$ cat config.mk
export PLATFORM = sky130hd
export DESIGN_NAME = spi_slave_param
export DESIGN_NICKNAME = d
export VERILOG_FILES = /design/src/rtl/spi_slave_pkg.sv /design/src/rtl/spi_shift_reg.sv /design/src/rtl/spi_slave_param.sv
export SDC_FILE = /design/constraint.sdc
export NUM_CORES = 1
export LEC_CHECK = 0
export ABC_AREA = 1
export ABC_CLOCK_PERIOD_IN_PS = 1600
export CAP_MARGIN = 20
export CORE_MARGIN = 2
export CORE_UTILIZATION = 48
export DETAILED_ROUTE_END_ITERATION = 8
export PLACE_DENSITY = 0.68
export SLEW_MARGIN = 25
export SYNTH_ARGS = -nofsm -noshare
export SYNTH_HDL_FRONTEND = slang
export SYNTH_SLANG_ARGS = --single-unit
export TNS_END_PERCENT = 5
$ cat constraint.sdc
create_clock -name clk -period 1.6 [get_ports clk]
set_input_delay 0.32 -clock clk [delete_from_list [all_inputs] [get_ports clk]]
set_output_delay 0.32 -clock clk [all_outputs]
set_load 0.01 [all_outputs]
$ cat src/rtl/spi_slave_pkg.sv
// Shared state and command encodings for the parametrised SPI slave.
package spi_slave_pkg;

   typedef enum logic [2:0] {
      ST_IDLE,
      ST_CHK_CMD,
      ST_WRITE,
      ST_READ_ADD,
      ST_READ_DATA,
      ST_READ_WAIT,
      ST_SHIFT_OUT,
      ST_DONE
   } state_e;

   localparam logic [1:0] CMD_WR_ADDR = 2'b00;
   localparam logic [1:0] CMD_WR_DATA = 2'b01;
   localparam logic [1:0] CMD_RD_ADDR = 2'b10;
   localparam logic [1:0] CMD_RD_DATA = 2'b11;

   // States in which a deselect counts as an aborted frame.
   function automatic logic frame_active(input state_e s);
      return (s != ST_IDLE) && (s != ST_DONE);
   endfunction

endpackage

$ cat src/rtl/spi_shift_reg.sv
// Generic shift register: load has priority over shift, MSB is the serial tap.
module spi_shift_reg #(
   parameter int W = 9
) (
   input  logic         clk,
   input  logic         rst,
   input  logic         load_i,
   input  logic [W-1:0] load_data_i,
   input  logic         shift_i,
   input  logic         sin_i,
   output logic         sout_o,
   output logic [W-2:0] par_o
);

   logic [W-1:0] sr_q;

   always_ff @(posedge clk) begin
      if (rst) begin
         sr_q <= '0;
      end else if (load_i) begin
         sr_q <= load_data_i;
      end else if (shift_i) begin
         sr_q <= {sr_q[W-2:0], sin_i};
      end
   end

   // Parallel view excludes the serial tap so {sout_o, par_o} is the full word.
   assign sout_o = sr_q[W-1];
   assign par_o  = sr_q[W-2:0];

endmodule

$ cat src/rtl/spi_slave_param.sv
// SPI slave: 2-bit command + payload receive, read-address tracking, timed read-data return.
module spi_slave_param
   import spi_slave_pkg::*;
#(
   parameter int DATA_W  = 8,
   parameter int TIMEOUT = 15
) (
   input  logic              clk,
   input  logic              rst,
   input  logic              SS_n,
   input  logic              MOSI,
   output logic              MISO,
   output logic [DATA_W+1:0] rx_data,
   output logic              rx_valid,
   input  logic [DATA_W-1:0] tx_data,
   input  logic              tx_valid,
   output logic              frame_err,
   output logic              busy
);

   localparam int CNT_W = $clog2(DATA_W + 2);
   localparam logic [CNT_W-1:0] RX_LAST = CNT_W'(DATA_W + 1);
   localparam logic [7:0]       TO_LAST = 8'(TIMEOUT - 1);
   localparam logic [DATA_W-1:0] TX_MARK = {1'b1, {(DATA_W-1){1'b0}}};

   state_e             state_q, state_d;
   logic [CNT_W-1:0]   bit_cnt_q, bit_cnt_d;
   logic [7:0]         to_cnt_q, to_cnt_d;
   logic               rd_seen_q, rd_seen_d;
   logic [DATA_W+1:0]  rx_data_q, rx_data_d;
   logic               rx_valid_q, rx_valid_d;
   logic               frame_err_q, frame_err_d;

   logic               rx_clr, rx_shift, rx_sout;
   logic [DATA_W-1:0]  rx_par;
   logic               tx_load, tx_shift, tx_sout;
   logic [DATA_W:0]    tx_load_val;
   logic [DATA_W-1:0]  tx_par;

   spi_shift_reg #(.W(DATA_W + 1)) u_rx_sr (
      .clk         (clk),
      .rst         (rst),
      .load_i      (rx_clr),
      .load_data_i ('0),
      .shift_i     (rx_shift),
      .sin_i       (MOSI),
      .sout_o      (rx_sout),
      .par_o       (rx_par)
   );

   // A marker 1 below the data walks up as bits leave; it reaching the top of
   // par_o means the last data bit is on MISO, so no separate tx counter is needed.
   spi_shift_reg #(.W(DATA_W + 1)) u_tx_sr (
      .clk         (clk),
      .rst         (rst),
      .load_i      (tx_load),
      .load_data_i (tx_load_val),
      .shift_i     (tx_shift),
      .sin_i       (1'b0),
      .sout_o      (tx_sout),
      .par_o       (tx_par)
   );

   always_comb begin
      state_d     = state_q;
      bit_cnt_d   = bit_cnt_q;
      to_cnt_d    = to_cnt_q;
      rd_seen_d   = rd_seen_q;
      rx_data_d   = rx_data_q;
      rx_valid_d  = 1'b0;
      frame_err_d = 1'b0;
      rx_clr      = 1'b0;
      rx_shift    = 1'b0;
      tx_load     = 1'b0;
      tx_load_val = '0;
      tx_shift    = 1'b0;

      if (state_q != ST_IDLE && SS_n) begin
         state_d     = ST_IDLE;
         frame_err_d = frame_active(state_q);
         bit_cnt_d   = '0;
         to_cnt_d    = '0;
         rx_clr      = 1'b1;
      end else begin
         case (state_q)
            ST_IDLE: begin
               rx_clr    = 1'b1;
               tx_load   = 1'b1;
               bit_cnt_d = '0;
               to_cnt_d  = '0;
               if (!SS_n) state_d = ST_CHK_CMD;
            end
            ST_CHK_CMD: begin
               rx_shift  = 1'b1;
               bit_cnt_d = CNT_W'(1);
               if (MOSI == CMD_WR_ADDR[1]) state_d = ST_WRITE;
               else if (rd_seen_q)         state_d = ST_READ_DATA;
               else                        state_d = ST_READ_ADD;
            end
            ST_WRITE, ST_READ_ADD, ST_READ_DATA: begin
               rx_shift = 1'b1;
               if (bit_cnt_q == RX_LAST) begin
                  bit_cnt_d  = '0;
                  rx_data_d  = {rx_sout, rx_par, MOSI};
                  rx_valid_d = 1'b1;
                  to_cnt_d   = '0;
                  if (state_q == ST_READ_ADD) begin
                     rd_seen_d = 1'b1;
                     state_d   = ST_DONE;
                  end else if (state_q == ST_READ_DATA) begin
                     rd_seen_d = 1'b0;
                     state_d   = ST_READ_WAIT;
                  end else begin
                     state_d = ST_DONE;
                  end
               end else begin
                  bit_cnt_d = bit_cnt_q + CNT_W'(1);
               end
            end
            ST_READ_WAIT: begin
               if (tx_valid) begin
                  tx_load     = 1'b1;
                  tx_load_val = {tx_data, 1'b1};
                  to_cnt_d    = '0;
                  state_d     = ST_SHIFT_OUT;
               end else if (to_cnt_q == TO_LAST) begin
                  frame_err_d = 1'b1;
                  to_cnt_d    = '0;
                  state_d     = ST_DONE;
               end else begin
                  to_cnt_d = to_cnt_q + 8'd1;
               end
            end
            ST_SHIFT_OUT: begin
               if (tx_par == TX_MARK) state_d  = ST_DONE;
               else                   tx_shift = 1'b1;
            end
            ST_DONE: ;
            default: state_d = ST_IDLE;
         endcase
      end
   end

   always_ff @(posedge clk) begin
      if (rst) begin
         state_q     <= ST_IDLE;
         bit_cnt_q   <= '0;
         to_cnt_q    <= '0;
         rd_seen_q   <= 1'b0;
         rx_data_q   <= '0;
         rx_valid_q  <= 1'b0;
         frame_err_q <= 1'b0;
      end else begin
         state_q     <= state_d;
         bit_cnt_q   <= bit_cnt_d;
         to_cnt_q    <= to_cnt_d;
         rd_seen_q   <= rd_seen_d;
         rx_data_q   <= rx_data_d;
         rx_valid_q  <= rx_valid_d;
         frame_err_q <= frame_err_d;
      end
   end

   assign MISO      = (state_q == ST_IDLE) ? 1'b0 : tx_sout;
   assign rx_data   = rx_data_q;
   assign rx_valid  = rx_valid_q;
   assign frame_err = frame_err_q;
   assign busy      = (state_q != ST_IDLE);

endmodule

Word level (Yosys, flattened, before mapping)
Index checks and enable logic that the tools add are counted.
{ "word_totals": {"reg_bits": 46, "out_inout_bits": 14} }
{ "op_classes": {"n_addsub": 2, "bitwise_logic": 2, "n_reduce_logical": 18, "mux": 39, "n_eq_ne": 14} }
{ "op_table": {"columns": ["op", "count"], "rows": [
  ["9-bit 2-to-1 mux", 5],
  ["8-bit 2-to-1 mux", 3],
  ["8-bit one-hot mux with 3 select lines", 1],
  ["3-bit 2-to-1 mux", 7],
  ["1-bit 2-to-1 mux", 17],
  ["3-bit one-hot mux with 5 select lines", 1],
  ["4-bit one-hot mux with 3 select lines", 1],
  ["3-bit == test, second input constant", 3],
  ["3-bit nonzero test", 3],
  ["8-bit by 1-bit adder with 8-bit output, second input constant", 1],
  ["8-bit by 4-bit == test with 1-bit output, second input constant", 1],
  ["8-bit == test, second input constant", 1],
  ["3-bit by 2-bit == test with 1-bit output, second input constant", 2],
  ["2-bit != test, second input constant", 3],
  ["3-bit != test, second input constant", 2],
  ["3-bit OR reduction", 2],
  ["5-bit AND reduction", 1],
  ["5-bit nonzero test", 1],
  ["4-bit by 1-bit adder with 4-bit output, second input constant", 1],
  ["4-bit == test, second input constant", 1],
  ["2-bit 2-to-1 mux", 2],
  ["4-bit 2-to-1 mux", 1],
  ["4-bit AND reduction", 1],
  ["2-bit nonzero test", 2],
  ["9 further kinds", 12]
]} }

Longest topological paths before layout
Gate-level depths: netlist of the first run.
{ "logic_depth": {"ltp_word": 6, "depth_mapped": 10, "depth_no_buf": 10} }

By module
Synthesis of the first run repeated with hierarchy kept, for this count alone.
{ "hier_totals": {"cells_unflattened": 382, "area_unflattened_um2": 2533.7} }
{ "modules_own_cells": {"columns": ["module", "instances", "cells_per_inst", "seq_area_each_um2", "area_each_um2"], "rows": [
  ["spi_slave_param", 1, 242, 560.5, 1620.3],
  ["spi_shift_reg", 2, 70, 180.2, 456.7]
]} }

Worst setup path after synthesis of the first run
Ideal clock, no wire load.
{ "synth_timing": {"path_type": "reg2reg", "startpoint": "register state_q[0]", "endpoint": "register rx_data_q[6], in the netlist rx_data[6]", "path_stages_with_launch": 9, "period_less_slack_ns": 1.337, "t_arrival_ns": 1.274, "path_slack_ns": 0.263, "required_ns": 1.537, "path_cell_list": "dfxtp_1 -> nor2_4 -> nand2_4 -> nand2_2 -> nand3_4 -> inv_4 -> buf_12 -> nor2_2 -> nor2_2"} }
{ "synth_between": {"elab_chain_len": 4} }
{ "synth_rtl": {"columns": ["element", "line_no", "rtl"], "rows": [
  ["from (decl)", "spi_slave_param.sv:26", "state_e state_q, state_d;"],
  ["from (signal assigned)", "spi_slave_param.sv:154", "state_q <= state_d;"],
  ["3-bit nonzero test", null, null],
  ["via busy", "spi_slave_param.sv:18", "output logic busy"],
  ["1-bit logical AND", "spi_slave_param.sv:78", "if (state_q != ST_IDLE && SS_n) begin"],
  ["1-bit NOT (no source line)", null, null],
  ["3-bit AND reduction (no source line)", null, null],
  ["to (signal assigned)", "spi_slave_param.sv:158", "rx_data_q <= rx_data_d;"],
  ["to (decl)", "spi_slave_param.sv:30", "logic [DATA_W+1:0] rx_data_q, rx_data_d;"]
]} }
The timed path passes the listed nets, and every way through them passes these cells.
A chain may end at the register's enable or synchronous reset.

Final worst setup path of the first run
{ "layout_timing": {"startpoint": "register rx_data_q[6], in the netlist rx_data[6]", "endpoint": "output rx_data[6]"} }
{ "layout_lines": {"columns": ["element", "line_no", "rtl"], "rows": [
  ["to (decl)", "spi_slave_param.sv:13", "output logic [DATA_W+1:0] rx_data,"]
]} }
No word-level cell between the ends.

==> results of run 1 <==
## path summary, 6_finish.rpt
kind | depth (start not counted) | startpoint | slack [ns] | end
worst max register to register | 8 | state_q[0] | 0.15 | rx_data[1]
worst min register to register | 2 | u_rx_sr.sr_q[8] | 0.47 | rx_data[9]
worst max-delay path | 1 | rx_data[6] | 0.08 | rx_data[6]
worst min-delay path | 2 | u_rx_sr.sr_q[8] | 0.47 | rx_data[9]
## placed cells by master (no fill, tap or decap), types with 3 or more instances in the layout
master / instances
a21oi_1: 13
a21oi_2: 8
buf_4: 28
clkbuf_8: 6
clkdlybuf4s50_1: 24
dfxtp_1: 44
ha_1: 4
inv_1: 37
inv_2: 6
inv_4: 3
nand2_1: 79
nand2_2: 4
nand2_4: 3
nand3_1: 16
nand4_1: 4
nor2_1: 43
nor2_2: 9
nor2_4: 8
o211ai_1: 6
o21ai_0: 18
o21ai_1: 5
xor2_1: 4
## stage by stage
step,hold WS [ns],TNS (ns),instances
floorplan,0.3891,0,335
global placement,0.4520,-1.077,453
detailed placement,0.4577,-1.964,453
CTS,0.4712,0,461
global route,0.4991,0,461
finish,0.4701,0,461
## registers in the layout, indices dropped and copies added, names as in the netlist
| signal | cells |
|---|---|
| u_rx_sr.sr_q | 9 |
| to_cnt_q | 8 |
| rd_seen_q | 1 |
| u_tx_sr.sr_q | 9 |
| frame_err | 1 |
| bit_cnt_q | 4 |
| state_q | 3 |
| rx_data | 10 |
| rx_valid | 1 |
## power breakdown
part	total (W)	switching (W)	internal, W	leakage [nW]
combinational	0.00214	0.00132	0.000822	0.940
sequential	0.00138	0.0000965	0.00129	0.373
clock	0.000736	0.000387	0.000349	0.0482
## cell families after synthesis
group,after synthesis,synth area share (%)
buf+inv,52,9.390
compound gates,53,13.00
flops,46,37.98
xor+xnor,4,1.445
fa+ha+maj,4,2.064
simple gates,176,36.12
## metal layers
| layer | global-route usage, % | share of wire [%] | up-vias |
|---|---|---|---|
| met5 | 0 | 0 | - |
| li1 | - | - | 1181 |
| met4 | 6.746 | 1.7 | 0 |
| met3 | 4.819 | 4.0 | 9 |
| met1 | 27.94 | 49 | 978 |
| met2 | 32.46 | 46 | 45 |
## area by class of cell
| class | count | area, um^2 |
|---|---|---|
| Clock buffer | 7 | 86.33 |
| Fill cell | 435 | 1720 |
| Timing Repair Buffer | 55 | 489.2 |
| Multi-Input combinational cell | 237 | 1289 |
| Clock inverter | 1 | 5.005 |
| Sequential cell | 46 | 923.4 |
| Inverter | 48 | 188.9 |
| Tap cell | 67 | 83.83 |
## worst min-delay path, cell delays in order (launching register included)
cell and delay (ns):
dfxtp_1 0.30, inv_1 0.08, a21oi_2 0.05
## timing repair
item,4_1_cts,5_1_grt
setup endpoints to repair,2,12
cloned,0,0
gates resized for setup,2,6
hold buffers,0,0
==> results.md, run 1 <==
- # clock sinks: 46
- Area share of the largest cell type after synthesis: 37.98%
- Status: finished clean
- WP data arrival: 1.20 ns
- Layout area overhead: 26.42%
- Final Core Density: 64.05%
- Routed Antenna Nets: 0
- First-pass GRT wire length: 8942 um
- Diode count: 0
- Final wirelength: 5334 um
- Max cap viols: 0
- DP HPWL: 3941 um
- Post-synth EDFFs: 0
- CP cell instances: clkdlybuf4s50_1
- Total power: 0.004258 W
- Vias in the first global route: 1942
- HP Class: reg -> reg
- H-tree depth reported by CTS: 2
- Cell accounting for the most synthesized area: dfxtp_1
- IR drop worst, VDD: 0.6380 mV
- Critical Path Fanout Max: 2
- Slowest stage delay, CP: 0.54 ns
- Max Slew Vio Count: 0
- Vias: 2213
- Period utilisation layout: 95.00%
- DRT iter0 DRCs: 120
- Die X: 75.08 um
- Synth cell types: 34
- Share of cells above drive strength 1: 22.08%
- Area after DPL: 2960 um^2
- Pwr dens: 1389 nW/um^2
- Hold Fails Final Rpt: 0
- Worst setup SP type: register
- Initial antenna violation count: 0
- Pre-CTS setup slack: -0.1151 ns
- Die ar.: 5636 um^2
- Critical Path End Type: output port
- Drt drc: 0
- GP Congestion: 0.8726
- Clk pin slew, worst setup/hold paths: 0.08 ns
- Tightest Pin Transition: 0.2915 ns
- Main synth FF type: dfxtp_1
- Worst-Skew Late Latency: 0.30 ns
- Avg Cell Area, Syn: 7.238 um^2
- Drt wl/cell: 11.57 um
- Top-count cell post-synth: nand2_1
- Core footprint: 4786 um^2
- Skew final: 0.005980 ns
- Final WS setup: 0.07996 ns
- Syn Inst Count: 335
- Area contributors post-synth: dfxtp_1 38%, nand2_1 12%, nor2_1 6.8%
- Crit Path Class: reg -> out
- Largest net degree at the start of global routing: 19
- Number of buffers created by CTS: 5
- RSZ-0062 raised after global routing: false
- Mapped Area: 2425 um^2
- Critical Path Slowest Stage Cell: clkdlybuf4s50_1
- CTS root buffer: clkbuf_8
- GRT Util Overall: 20.63%
- Syn nets: 352
- IO buf count: 26
- YS warnings: 0
- Setup violators final: 0
- Number of buffers added for setup after CTS: 0
- Leakage: 1.362 nW
- Starting Density: 50.67%
- Max Clk Rate: 0.6579 GHz
- CTS tree: done
- Rows: 25
- Final min period: 1.520 ns
- Worst path required time: 1.28 ns
- Post-synthesis sequential area ratio: 37.98%
- Remaining Overflow, GRT: 0
- Via density: 4.800
- CP delay by family, top: buffers and inverters
- FF+latch count, synth: 46
- CTS max path bufs: 2
- Max-slew headroom: 80.56%
- Worst path bufs/invs: 1
- Async S/R FF share, synth: 0%
- Final Net Count: 410
- Finished Cell Area: 3065 um^2
- Post-synth top cells: 79 x nand2_1, 46 x dfxtp_1, 44 x nor2_1, 37 x inv_1, 18 x o21ai_0
- Die H: 75.08 um
- Pre-Repair DR Iteration Count: 4
- I/O Pins: 27
Note: power is estimated with default switching activity, not from simulation.
==> run 2: changes to the inputs <==
- ABC_CLOCK_PERIOD_IN_PS: 1600 -> 1800
- clock period: 1.6 -> 1.8 ns (I/O delays scaled with it)
==> run 2 against run 1 <==
  * Clock power grew 26%
  * Sequential power shrank 11%
  * Via count shrank 4.7%
  * Setup slack lost 0.014 ns
  * Cell count shrank 3.3%
==> results.md, run 2 (synthesis results as in run 1) <==
- Diode count: 0 (unchanged)
- Number of buffers created by CTS: 5 (unchanged)
- Final min period: 1.734 ns
- Worst path required time: 1.44 ns (was 1.28 ns)
- Initial antenna violation count: 0 (unchanged)
- Final Net Count: 395 (was 410)
- Period utilisation layout: 96.35%
- WP data arrival: 1.37 ns (was 1.20 ns)
- Critical Path Slowest Stage Cell: clkdlybuf4s50_1 (unchanged)
- Leakage: 1.305 nW (was 1.362 nW)
- Skew final: 0.006060 ns (was 0.005980 ns)
- Max-slew headroom: 74.29% (was 80.56%)
- Worst Hold Launch: u_rx_sr.sr_q[8] (unchanged)
- IO buf count: 26 (unchanged)
- Cts hold-fix bufs: 0 (unchanged)
- DP HPWL: 3692 um (was 3941 um)
- Final Core Density: 62.41% (was 64.05%)
- Pre-Repair DR Iteration Count: 4 (unchanged)
- Max reg flops: 10 (unchanged)
- IR drop worst, VDD: 0.7417 mV (was 0.6380 mV)
- Layout filler cell count: 470 (was 435)
- GP Congestion: 0.8685 (was 0.8726)
- Setup violators final: 0 (unchanged)
- Via density: 4.726 (was 4.800)
- HP Class: reg -> reg (unchanged)
- Die ar.: 5636 um^2 (unchanged)
- Slowest stage delay, CP: 0.55 ns (was 0.54 ns)
- Critical Path End Type: output port (unchanged)
- Status: finished clean (unchanged)
- Pwr dens: 1335 nW/um^2 (was 1389 nW/um^2)
- Most common cell after layout, fill and taps aside: nand2_1 (unchanged)
- Critical Path Fanout Max: 5 (was 2)
- Drt drc: 0 (unchanged)
- # clock sinks: 46 (unchanged)
- CTS root buffer: clkbuf_8 (unchanged)
- Total power: 0.003987 W (was 0.004258 W)
- Cells after DPL: 438 (was 453)
- Die X: 75.08 um (unchanged)
- CP delay by family, top: buffers and inverters (unchanged)
- PostCTS Resize Cnt: 3 (was 2)
- Vias in the first global route: 1882 (was 1942)
- Rows: 25 (unchanged)
- Most frequent cells in the layout: 79 x nand2_1, 44 x nor2_1, 44 x dfxtp_1 (was 79 x nand2_1, 44 x dfxtp_1, 43 x nor2_1)
- CP cell instances: inv_2 > nand2_4 > clkdlybuf4s50_1 (was clkdlybuf4s50_1)
- Number of buffers added for setup after CTS: 0 (unchanged)
- Remaining Overflow, GRT: 0 (unchanged)
- Routed Antenna Nets: 0 (unchanged)
- GRT Util Overall: 19.63% (was 20.63%)
- Layout area overhead: 23.17% (was 26.42%)
- Drt wl/cell: 11.22 um (was 11.57 um)
- Share of cells above drive strength 1: 19.00% (was 22.08%)
- Reg2reg start: bit_cnt_q[0] (was state_q[0])
- Area after DPL: 2848 um^2 (was 2960 um^2)
- First-pass GRT wire length: 8473 um (was 8942 um)
- CTS max path bufs: 2 (unchanged)
- Tightest Pin Transition: 0.3845 ns (was 0.2915 ns)
- Max cap viols: 0 (unchanged)
- Starting Density: 50.67% (unchanged)
- CTS tree: done (unchanged)
- Clk pin slew, worst setup/hold paths: 0.09 ns (was 0.08 ns)
- Worst Setup SP: state_q[2] (was rx_data[6])
- H-tree depth reported by CTS: 2 (unchanged)
- Worst path bufs/invs: 2 (was 1)
- Finished Cell Area: 2987 um^2 (was 3065 um^2)
- Max Slew Vio Count: 0 (unchanged)
- Die H: 75.08 um (unchanged)
- Final wirelength: 5006 um (was 5334 um)
- Worst-Skew Late Latency: 0.30 ns (about the same)
- Setup TNS: 0 ns (unchanged)
- Crit Path Class: reg -> out (unchanged)
- RSZ-0062 raised after global routing: false (unchanged)
- Vias: 2108 (was 2213)
- Largest net degree at the start of global routing: 19 (unchanged)
- Final Non-Filler Cells: 446 (was 461)
- I/O Pins: 27 (unchanged)
- Core footprint: 4786 um^2 (unchanged)
- DRT iter0 DRCs: 84 (was 120)
- Max Clk Rate: 0.5766 GHz
- Worst setup SP type: register (unchanged)
- Hold Fails Final Rpt: 0 (unchanged)
[run 2: power by group]
part | switching [W] | total, W | internal, W
clock network | 0.000368 | 0.000924 | 0.000556
registers | 0.0000894 | 0.00123 | 0.00115
logic | 0.00114 | 0.00183 | 0.000685
total | 0.00160 | 0.00399 | 0.00239
[run 2: layout make-up]
cell class	count	area (um^2)	share of cell area, %
multi-input cells	237	1276	42.73
clock buffers	5	68.82	2.304
repair buffers	40	376.6	12.61
clock inverters	3	68.82	2.304
well taps	67	83.83	2.807
flip-flops and latches	46	923.4	30.92
inverters	48	188.9	6.326
[run 2: worst paths after layout]
kind              slack, ns    endpoint  cells after the start
setup reg to reg       0.23  rx_data[5]                      7
setup / recovery       0.07        busy                      3
hold / removal         0.47  rx_data[9]                      2
hold reg to reg        0.47  rx_data[9]                      2
[run 2: metrics by stage]
stage / setup WS (ns) / hold WS [ns]
floorplan: 0.4626 / 0.4291
global placement: 0.04042 / 0.4585
detailed placement: 0.02730 / 0.4584
CTS: 0.04548 / 0.4739
global route: 0.008950 / 0.5070
finish: 0.06567 / 0.4672
[run 2: tightest hold or removal path: cells and delay by family (launching register included)]
kind	cells	cell delay, ns
DFF	1	0.31
buffers and inverters	1	0.07
AOI/OAI and AO/OA	1	0.05
[run 2: routing by layer]
layer	routed length, um	up-vias	track usage (%)	share of wire, %
met5	0	-	0	0
met4	70	0	6.548	1.4
met3	249	7	3.614	5.0
met2	2298	46	31.68	46
met1	2387	906	26.48	48
li1	-	1149	-	-
==> run 3: changes to the inputs <==
- CAP_MARGIN: 20 -> default
- SETUP_SLACK_MARGIN: default -> 0.5
==> run 3 against run 2 <==
  * Register-to-register slack better by 0.11 ns
  * Cell count up 1.1%
  * Worst hold slack improved by 0.00078 ns
  * Die area is the same
  * Setup slack better by 0.18 ns
  * Sequential power barely moved
  * First-iteration DRC count up 17%
  * Critical endpoint is now rx_data[6]
  * Routed wire length rose by 3.6%
  * Final area up 2.3%
  * Non-clock buffer count is 5 higher
  * Largest power group unchanged
  * Clock power grew 1%
  * Core utilization rose by 1.4 points
==> results.md, run 3 (synthesis results as in run 1) <==
- Status: finished clean (unchanged)
- Tightest Pin Transition: 0.3602 ns (was 0.3845 ns)
- Combinational power share: 46.3% (was 45.9%)
- Drt wl/cell: 11.50 um (was 11.22 um)
- M3 GR Usage: 3.481% (was 3.614%)
- CTS max path bufs: 2 (unchanged)
- CTS root buffer: clkbuf_8 (unchanged)
- DRT iter0 DRCs: 98 (was 84)
- Final min period: 1.551 ns (was 1.734 ns)
- Share of cells above drive strength 1: 21.35% (was 19.00%)
- GRT busiest layer: met2 (unchanged)
- Vias in the first global route: 2105 (was 1882)
- Leakage: 1.363 nW (was 1.305 nW)
- Layout area overhead: 25.95% (was 23.17%)
- Most frequent cells in the layout: 79 x nand2_1, 43 x nor2_1, 41 x dfxtp_1 (was 79 x nand2_1, 44 x nor2_1, 44 x dfxtp_1)
- WP data arrival: 1.19 ns (was 1.37 ns)
- Internal power: 0.002418 W (was 0.002386 W)
- GRT Util Overall: 20.77% (was 19.63%)
- Clk pin slew, worst setup/hold paths: 0.09 ns (about the same)
- Largest net degree at the start of global routing: 19 (unchanged)
- Diode count: 0 (unchanged)
- CTS tree: done (unchanged)
- Max cap viols: 0 (unchanged)
- Pwr dens: 1331 nW/um^2 (was 1335 nW/um^2)
- Die ar.: 5636 um^2 (unchanged)
- DP HPWL: 3807 um (was 3692 um)
- Met2 usage: 33.53% (was 31.68%)
- Most common cell after layout, fill and taps aside: nand2_1 (unchanged)
- Total power: 0.004065 W (was 0.003987 W)
- Period utilisation layout: 86.18% (was 96.35%)
- Crit Path Class: reg -> out (unchanged)
- Max Clk Rate: 0.6446 GHz (was 0.5766 GHz)
- Layout filler cell count: 434 (was 470)
- HP Class: reg -> reg (unchanged)
- Max-slew headroom: 75.91% (was 74.29%)
- Setup TNS: 0 ns (unchanged)
- GR Util met1: 27.42% (was 26.48%)
- Number of buffers created by CTS: 5 (unchanged)
- Routed Antenna Nets: 0 (unchanged)
- Drt drc: 0 (unchanged)
- RSZ-0062 raised after global routing: true (was false)
- Max Slew Vio Count: 0 (unchanged)
- Switch share: 40.52% (was 40.15%)
- Rows: 25 (unchanged)
- Final wirelength: 5185 um (was 5006 um)
- Worst setup SP type: register (unchanged)
- Clock power frac: 23.0% (was 23.2%)
- Die X: 75.08 um (unchanged)
- First-pass GRT wire length: 9059 um (was 8473 um)
- Slowest stage delay, CP: 0.54 ns (was 0.55 ns)
- Reg power frac: 30.7% (was 31.0%)
- Setup violators final: 0 (unchanged)
- GP Congestion: 0.8808 (was 0.8685)
- Pre-Repair DR Iteration Count: 4 (unchanged)
- Starting Density: 50.67% (unchanged)
- Cts hold-fix bufs: 0 (unchanged)
- Critical Path End Type: output port (unchanged)
- Initial antenna violation count: 0 (unchanged)
- Core footprint: 4786 um^2 (unchanged)
- Vias: 2195 (was 2108)
- Worst-Skew Late Latency: 0.30 ns (about the same)
- Hold Fails Final Rpt: 0 (unchanged)
- Via density: 4.867 (was 4.726)
- IR drop worst, VDD: 0.5777 mV (was 0.7417 mV)
- Critical Path Fanout Max: 2 (was 5)
- Remaining Overflow, GRT: 0 (unchanged)
- CP cell instances: clkdlybuf4s50_1 (was inv_2 > nand2_4 > clkdlybuf4s50_1)
- Skew final: 0.003612 ns (was 0.006060 ns)
- Worst path bufs/invs: 1 (was 2)
- Critical Path Slowest Stage Cell: clkdlybuf4s50_1 (unchanged)
- P_sw: 0.001647 W (was 0.001601 W)
- # clock sinks: 46 (unchanged)
- CP delay by family, top: buffers and inverters (unchanged)
- I/O Pins: 27 (unchanged)
- H-tree depth reported by CTS: 2 (unchanged)
- Worst path required time: 1.44 ns (about the same)
- Die H: 75.08 um (unchanged)
- IO buf count: 26 (unchanged)
- Final Net Count: 400 (was 395)
- Max reg flops: 10 (unchanged)
-- run 3: power by group through the flow --
| stage | combinational, W | sequential [W] | clock [W] |
|---|---|---|---|
| after floorplan | 0.00132 | 0.00126 | 0 |
| after global placement | 0.00179 | 0.00126 | 0 |
| after detailed placement | 0.00181 | 0.00126 | 0 |
| after CTS | 0.00187 | 0.00125 | 0.000944 |
| after global routing | 0.00212 | 0.00126 | 0.000982 |
| final | 0.00188 | 0.00125 | 0.000934 |
-- run 3: repair_timing --
item | 4_1_cts | 5_1_grt
buffers inserted | 2 | 4
resized for setup | 12 | 8
setup endpoints to repair | 58 | 59
pin swaps | 2 | 4
-- run 3: through the flow --
step | instances | utilization (%) | setup WS [ns] | hold slack, ns | area (um^2)
2_1_floorplan | 335 | - | 0.4889 | 0.4291 | 2434
3_3_place_gp | 437 | 59.53 | 0.03377 | 0.4570 | 2849
3_5_place_dp | 437 | 59.53 | 0.01642 | 0.4571 | 2849
4_1_cts | 447 | 62.72 | 0.2336 | 0.4694 | 3002
5_1_grt | 451 | 63.82 | 0.2079 | 0.4836 | 3054
6_report | 451 | 63.82 | 0.2487 | 0.4680 | 3054
-- run 3: cell type report --
cell class | count | area [um^2] | area share, %
Sequential cell | 46 | 927.1 | 30.36
Clock inverter | 3 | 68.82 | 2.253
Timing Repair Buffer | 45 | 410.4 | 13.44
Inverter | 48 | 201.4 | 6.596
Tap cell | 67 | 83.83 | 2.745
Multi-Input combinational cell | 237 | 1294 | 42.36
Clock buffer | 5 | 68.82 | 2.253
-- run 3: final timing paths --
check	slack, ns	end	startpoint	depth (start not counted)
max	0.25	rx_data[6]	rx_data[6]	1
max reg2reg	0.34	to_cnt_q[6]	state_q[0]	11
min reg2reg	0.47	rx_data[9]	u_rx_sr.sr_q[8]	2
min	0.47	rx_data[9]	u_rx_sr.sr_q[8]	2
-- run 3: metal layers --
layer	vias up	part of all wire, %
li1	1158	-
met1	1001	49
met2	29	47
met3	7	2.4
met4	0	1.1
met5	-	0
-- run 3: worst reg2reg max path: stages, from the launching register on --
cell and delay (ns):
dfxtp_2 0.35, buf_4 0.16, inv_2 0.09, nor2_4 0.05, nand2_1 0.10, clkinv_2 0.12, nor2_4 0.12, nand2_4 0.08
inv_2 0.12, nor2_1 0.05, nor2_1 0.08, nor2_1 0.05
